## config.mk

```make
export PLATFORM = sky130hd
export DESIGN_NAME = sm4_decrypt_iter
export DESIGN_NICKNAME = d
export VERILOG_FILES = /design/src/rtl/sm4_pkg.sv /design/src/rtl/sm4_t_transform.sv /design/src/rtl/sm4_decrypt_iter.sv
export SDC_FILE = /design/constraint.sdc
export NUM_CORES = 2
export LEC_CHECK = 0
export CORE_MARGIN = 5
export CORE_UTILIZATION = 45
export DETAILED_ROUTE_END_ITERATION = 8
export PLACE_DENSITY = 0.68
export SLEW_MARGIN = 20
export SYNTH_ARGS = -nofsm -noshare
export SYNTH_HDL_FRONTEND = slang
export SYNTH_SLANG_ARGS = --single-unit
```

## constraint.sdc

```tcl
create_clock -name i_clk -period 137.6 [get_ports i_clk]
set_clock_uncertainty 0.2 [all_clocks]
set_input_delay 41.28 -clock i_clk [delete_from_list [all_inputs] [get_ports i_clk]]
set_output_delay 41.28 -clock i_clk [all_outputs]
set_load 0.05 [all_outputs]
```

## src/rtl/sm4_pkg.sv

```systemverilog
// SM4 constants, T-transform helper functions and the engine state encoding.
// Shared between the iterative decryptor and the encryptor's round/key blocks.
package sm4_pkg;

    typedef enum logic [1:0] {KEYEXP, IDLE, ROUND} sm4_state_t;

    localparam logic [7:0] SBOX [256] = '{
        8'hD6, 8'h90, 8'hE9, 8'hFE, 8'hCC, 8'hE1, 8'h3D, 8'hB7, 8'h16, 8'hB6, 8'h14, 8'hC2, 8'h28, 8'hFB, 8'h2C, 8'h05,
        8'h2B, 8'h67, 8'h9A, 8'h76, 8'h2A, 8'hBE, 8'h04, 8'hC3, 8'hAA, 8'h44, 8'h13, 8'h26, 8'h49, 8'h86, 8'h06, 8'h99,
        8'h9C, 8'h42, 8'h50, 8'hF4, 8'h91, 8'hEF, 8'h98, 8'h7A, 8'h33, 8'h54, 8'h0B, 8'h43, 8'hED, 8'hCF, 8'hAC, 8'h62,
        8'hE4, 8'hB3, 8'h1C, 8'hA9, 8'hC9, 8'h08, 8'hE8, 8'h95, 8'h80, 8'hDF, 8'h94, 8'hFA, 8'h75, 8'h8F, 8'h3F, 8'hA6,
        8'h47, 8'h07, 8'hA7, 8'hFC, 8'hF3, 8'h73, 8'h17, 8'hBA, 8'h83, 8'h59, 8'h3C, 8'h19, 8'hE6, 8'h85, 8'h4F, 8'hA8,
        8'h68, 8'h6B, 8'h81, 8'hB2, 8'h71, 8'h64, 8'hDA, 8'h8B, 8'hF8, 8'hEB, 8'h0F, 8'h4B, 8'h70, 8'h56, 8'h9D, 8'h35,
        8'h1E, 8'h24, 8'h0E, 8'h5E, 8'h63, 8'h58, 8'hD1, 8'hA2, 8'h25, 8'h22, 8'h7C, 8'h3B, 8'h01, 8'h21, 8'h78, 8'h87,
        8'hD4, 8'h00, 8'h46, 8'h57, 8'h9F, 8'hD3, 8'h27, 8'h52, 8'h4C, 8'h36, 8'h02, 8'hE7, 8'hA0, 8'hC4, 8'hC8, 8'h9E,
        8'hEA, 8'hBF, 8'h8A, 8'hD2, 8'h40, 8'hC7, 8'h38, 8'hB5, 8'hA3, 8'hF7, 8'hF2, 8'hCE, 8'hF9, 8'h61, 8'h15, 8'hA1,
        8'hE0, 8'hAE, 8'h5D, 8'hA4, 8'h9B, 8'h34, 8'h1A, 8'h55, 8'hAD, 8'h93, 8'h32, 8'h30, 8'hF5, 8'h8C, 8'hB1, 8'hE3,
        8'h1D, 8'hF6, 8'hE2, 8'h2E, 8'h82, 8'h66, 8'hCA, 8'h60, 8'hC0, 8'h29, 8'h23, 8'hAB, 8'h0D, 8'h53, 8'h4E, 8'h6F,
        8'hD5, 8'hDB, 8'h37, 8'h45, 8'hDE, 8'hFD, 8'h8E, 8'h2F, 8'h03, 8'hFF, 8'h6A, 8'h72, 8'h6D, 8'h6C, 8'h5B, 8'h51,
        8'h8D, 8'h1B, 8'hAF, 8'h92, 8'hBB, 8'hDD, 8'hBC, 8'h7F, 8'h11, 8'hD9, 8'h5C, 8'h41, 8'h1F, 8'h10, 8'h5A, 8'hD8,
        8'h0A, 8'hC1, 8'h31, 8'h88, 8'hA5, 8'hCD, 8'h7B, 8'hBD, 8'h2D, 8'h74, 8'hD0, 8'h12, 8'hB8, 8'hE5, 8'hB4, 8'hB0,
        8'h89, 8'h69, 8'h97, 8'h4A, 8'h0C, 8'h96, 8'h77, 8'h7E, 8'h65, 8'hB9, 8'hF1, 8'h09, 8'hC5, 8'h6E, 8'hC6, 8'h84,
        8'h18, 8'hF0, 8'h7D, 8'hEC, 8'h3A, 8'hDC, 8'h4D, 8'h20, 8'h79, 8'hEE, 8'h5F, 8'h3E, 8'hD7, 8'hCB, 8'h39, 8'h48
    };

    localparam logic [31:0] FK [4] = '{32'hA3B1BAC6, 32'h56AA3350, 32'h677D9197, 32'hB27022DC};

    localparam logic [31:0] CK [32] = '{
        32'h00070E15, 32'h1C232A31, 32'h383F464D, 32'h545B6269,
        32'h70777E85, 32'h8C939AA1, 32'hA8AFB6BD, 32'hC4CBD2D9,
        32'hE0E7EEF5, 32'hFC030A11, 32'h181F262D, 32'h343B4249,
        32'h50575E65, 32'h6C737A81, 32'h888F969D, 32'hA4ABB2B9,
        32'hC0C7CED5, 32'hDCE3EAF1, 32'hF8FF060D, 32'h141B2229,
        32'h30373E45, 32'h4C535A61, 32'h686F767D, 32'h848B9299,
        32'hA0A7AEB5, 32'hBCC3CAD1, 32'hD8DFE6ED, 32'hF4FB0209,
        32'h10171E25, 32'h2C333A41, 32'h484F565D, 32'h646B7279
    };

    function automatic logic [31:0] sm4_tau(input logic [31:0] a);
        return {SBOX[a[31:24]], SBOX[a[23:16]], SBOX[a[15:8]], SBOX[a[7:0]]};
    endfunction

    function automatic logic [31:0] sm4_l(input logic [31:0] b);
        return b ^ {b[29:0], b[31:30]} ^ {b[21:0], b[31:22]}
                 ^ {b[13:0], b[31:14]} ^ {b[7:0], b[31:8]};
    endfunction

    function automatic logic [31:0] sm4_l_key(input logic [31:0] b);
        return b ^ {b[18:0], b[31:19]} ^ {b[8:0], b[31:9]};
    endfunction

endpackage

```

## src/rtl/sm4_t_transform.sv

```systemverilog
// Combinational SM4 T transform: byte-wise S-box followed by the data (L)
// or key-schedule (L') linear layer.
module sm4_t_transform
    import sm4_pkg::*;
(
    input  logic [31:0] word,
    input  logic        i_key_mode,
    output logic [31:0] result
);

    logic [31:0] subst;

    assign subst  = sm4_tau(word);
    assign result = i_key_mode ? sm4_l_key(subst) : sm4_l(subst);

endmodule

```

## src/rtl/sm4_decrypt_iter.sv

```systemverilog
// Iterative SM4 decryptor: 32-cycle key expansion into a round-key file, then
// one round per cycle using the round keys in reverse order.
module sm4_decrypt_iter
    import sm4_pkg::*;
#(
    parameter logic [127:0] P_INITIAL_KEY = 128'h000102030405060708090A0B0C0D0E0F
) (
    input  logic         i_clk,
    input  logic         i_rst,
    input  logic [127:0] i_Initial_Key,
    input  logic         i_Initial_valid,
    input  logic [127:0] i_axis_data,
    input  logic         i_axis_valid,
    output logic         o_axis_ready,
    output logic [127:0] o_axim_data,
    output logic         o_axim_valid
);

    sm4_state_t  state;
    logic [4:0]  cnt;
    logic [31:0] k  [4];
    logic [31:0] x  [4];
    logic [31:0] rk [32];

    logic        key_mode;
    logic [31:0] t_in;
    logic [31:0] t_out;
    logic [31:0] rk_new;
    logic [31:0] x_new;

    // One shared T instance: key expansion and rounds never run together.
    always_comb begin
        key_mode = (state == KEYEXP);
        t_in     = 32'h0;
        if (key_mode) t_in = k[1] ^ k[2] ^ k[3] ^ CK[cnt];
        else          t_in = x[1] ^ x[2] ^ x[3] ^ rk[~cnt];
        rk_new   = k[0] ^ t_out;
        x_new    = x[0] ^ t_out;
    end

    sm4_t_transform u_t (
        .word       (t_in),
        .i_key_mode (key_mode),
        .result     (t_out)
    );

    always_ff @(posedge i_clk or posedge i_rst) begin
        if (i_rst) begin
            state        <= KEYEXP;
            cnt          <= 5'd0;
            o_axis_ready <= 1'b0;
            o_axim_valid <= 1'b0;
            o_axim_data  <= '0;
            for (int j = 0; j < 4; j++) begin
                k[j] <= P_INITIAL_KEY[127-32*j -: 32] ^ FK[j];
                x[j] <= 32'h0;
            end
            for (int j = 0; j < 32; j++) rk[j] <= 32'h0;
        end else begin
            o_axim_valid <= 1'b0;
            if (i_Initial_valid) begin
                // A key load preempts everything, including a block in flight.
                for (int j = 0; j < 4; j++) k[j] <= i_Initial_Key[127-32*j -: 32] ^ FK[j];
                cnt          <= 5'd0;
                o_axis_ready <= 1'b0;
                state        <= KEYEXP;
            end else begin
                case (state)
                    KEYEXP: begin
                        rk[cnt] <= rk_new;
                        k[0]    <= k[1];
                        k[1]    <= k[2];
                        k[2]    <= k[3];
                        k[3]    <= rk_new;
                        cnt     <= cnt + 5'd1;
                        if (cnt == 5'd31) begin
                            state        <= IDLE;
                            o_axis_ready <= 1'b1;
                        end
                    end
                    IDLE: begin
                        if (i_axis_valid && o_axis_ready) begin
                            for (int j = 0; j < 4; j++) x[j] <= i_axis_data[127-32*j -: 32];
                            cnt          <= 5'd0;
                            o_axis_ready <= 1'b0;
                            state        <= ROUND;
                        end
                    end
                    ROUND: begin
                        x[0] <= x[1];
                        x[1] <= x[2];
                        x[2] <= x[3];
                        x[3] <= x_new;
                        cnt  <= cnt + 5'd1;
                        if (cnt == 5'd31) begin
                            o_axim_data  <= {x_new, x[3], x[2], x[1]};
                            o_axim_valid <= 1'b1;
                            o_axis_ready <= 1'b1;
                            state        <= IDLE;
                        end
                    end
                    default: begin
                        cnt          <= 5'd0;
                        o_axis_ready <= 1'b0;
                        state        <= KEYEXP;
                    end
                endcase
            end
        end
    end

endmodule

```

==> flow_summary_export.csv <==
group,metric,value,unit
run_status,status,"complete, no violations",
worst_setup_path,crit_path_start_kind,"input pin",
synth,synth_cell_types,119,
layout,area_growth,13.1,%
clock_tree,cts_num_sinks,1416,
synth,synth.area.top_cells,"dfrtp_1, nand2_1, mux2i_1",
clock_tree,clock-root-buffer,"clkbuf_16",
clock_tree,clkSlewWorstSetupHoldPaths,50,ps
worst_setup_path,ff2ff_setup_slack,126480,ps
sta,finalHoldViolations,0,
clock_tree,cts_tree,"built",
synth,synth-seq-area-share,41.6,%
synth,yosysWarnings,0,
layout,final_area,0.0966,mm²
synth,synth_top_area_share,39.4,%
route,antenna_left,0,
synth,synth_seq_cells,1416,
synth,synth.net_count,10032,
global_route,grt_max_degree,223,
global_route,grtUsageTotal,39.4,%
clock_tree,htree_num_levels,4,
synth,syn_area_per_cell,8.78,µm²
synth,yosys_most_used_dff,"dfrtp_1",
sta,drv_slew,0,
layout,drive_above_1_share,11.2,%
synth,netlist_area,0.0854,mm²
floorplanning,chipHeight,446,µm
min_path,hold_class,"reg -> reg",
route,wl,406000,µm
global_route,grt_pass1_vias,79278,
floorplanning,core,0.188,mm²
layout,fillerInstances,17516,
clock_tree,cts_setup_buffers,0,
worst_setup_path,worstRegToRegCells,22,
floorplanning,ios,390,
floorplanning,start_util,45.4,%
synth,yosys-top-cells-count,"nand2_1, dfrtp_1, o21ai_0",
floorplanning,dieArea,0.199,mm²
synth,async_flop_share,100,%
route,drtIter0Drc,12040,
sta,tns,0,ps
sta,max_freq,22.1,MHz
synth,synth.most_common_cell,"nand2_1",
floorplanning,die_w,446,µm
placed_design,globalplace.congestion,1.01,
synth,syn-instance-count,9723,
synth,synth_top_area_cell,"dfrtp_1",
route,vias,82833,
sta,min_period,45160,ps
placed_design,place.port_buffers,389,
sta,rsz0062_at_grt,"no",
job,cap_viol_max_count,0,
sta,period_share,32.8,%
global_route,grt-ovfl-total,0,
worst_setup_path,critPathArrivalTime,45770,ps
sta,finalSetupViolCount,0,
clock_tree,cts_hold_buf,0,
synth,synth_edf_count,0,
route,post_drt_wl_per_cell,32.9,µm
worst_setup_path,critPathKind,"in -> async",
layout,instances_no_fill,12341,
placed_design,post-dp-hpwl,271000,µm
worst_setup_path,critPathMaxFanout,145,
sta,relSlewSlack,14.6,%
route,first_pass_iters,8,
global_route,antenna_found_initial,48,
min_path,holdPathStages,2,
clock_tree,cts_repair_resize_count,0,
layout,final_util,51.3,%
floorplanning,core.rowCount,159,
clock_tree,max-clock-path-buffers,3,
clock_tree,clk_latency,850,ps
placed_design,placed_area,0.0913,mm²
worst_setup_path,worstPathRequired,138210,ps
placed_design,placedCellCount,12026,
clock_tree,cts_buffers,152,
layout,nets,9995,
sta,worstMarginPinSlew,1280,ps
worst_setup_path,endpoint_kind,"asynchronous set/reset pin",
route,drc,0,
global_route,grt_pass1_wl,577000,µm
route,viasPerCell,6.71,
final timing paths:
kind                              endpoint             from
max                                rk[296]            i_rst
min                        o_axim_data[32]  o_axim_data[32]
max reg2reg                        rk[857]           cnt[2]
min reg2reg                o_axim_data[32]  o_axim_data[32]
max in group i_clk            o_axis_ready         state[0]
min in group asynchronous          rk[715]            i_rst
stage by stage:
step,hold slack (ps),worst slack [ps]
after floorplan,240,56310
after global placement,255,91220
after detailed placement,260,91060
after CTS,275,91900
after global routing,295,91780
final,274,92440
cells by family after synthesis:
| logic type | after synthesis | synth area share [%] |
|---|---|---|
| simple gates | 3177 | 16.0 |
| xor+xnor | 389 | 4.57 |
| fa+ha+maj | 50 | 0.730 |
| compound gates | 2989 | 22.0 |
| flops | 1416 | 41.6 |
| buf+inv | 975 | 5.34 |
| mux | 727 | 9.82 |
area by class of cell:
cell class              count  area (µm²)  area share [%]
clock inverters            44         647           0.670
well taps                2495        3120            3.23
diodes                     39        97.6           0.101
clock buffers             231        4510            4.67
flip-flops and latches   1416       35500            36.8
inverters                  62         250           0.259
repair buffers            722        6510            6.74
multi-input cells        7332       45900            47.5
metal layers:
layer / share of wire (%) / GRT usage (%)
met1: 38 / 50.9
met2: 43 / 57.6
met3: 11 / 11.3
met4: 8.0 / 26.6
met5: 0.023 / 0
cells in the final DEF, fill, tap and decap left out, types with 90 or more instances in the layout:
cell / Yosys / routed
a211oi_1: 97 / 93
a21oi_1: 480 / 475
a22oi_1: 106 / 106
a31oi_1: 183 / 182
and3_1: 91 / 90
buf_4: 31 / 321
clkbuf_16: 0 / 153
clkdlybuf4s50_1: 0 / 388
dfrtp_1: 1344 / 1339
mux2_2: 154 / 154
mux2i_1: 496 / 491
nand2_1: 1991 / 1960
nand3_1: 164 / 151
nor2_1: 451 / 438
nor3_1: 148 / 146
o211ai_1: 124 / 124
o21ai_0: 860 / 857
o21ai_1: 337 / 335
o22ai_1: 158 / 157
xnor2_1: 242 / 237
xor2_1: 110 / 109
registers in the layout (all words and copies together), names as in the netlist:
| register | cells |
|---|---|
| k | 128 |
| o_axim_data | 128 |
| x | 128 |
| state | 2 |
| rk | 1024 |
| o_axim_valid | 1 |
| cnt | 5 |
critical path, cell delays in order:
cell and delay (ps):
clkdlybuf4s50_1 500, clkinv_8 560, buf_4 860, buf_4 830, buf_6 680, buf_4 750
Power is left out: the tool's default activity adds up to more than one toggle a clock period on the data nets, which glitch-free logic cannot reach.
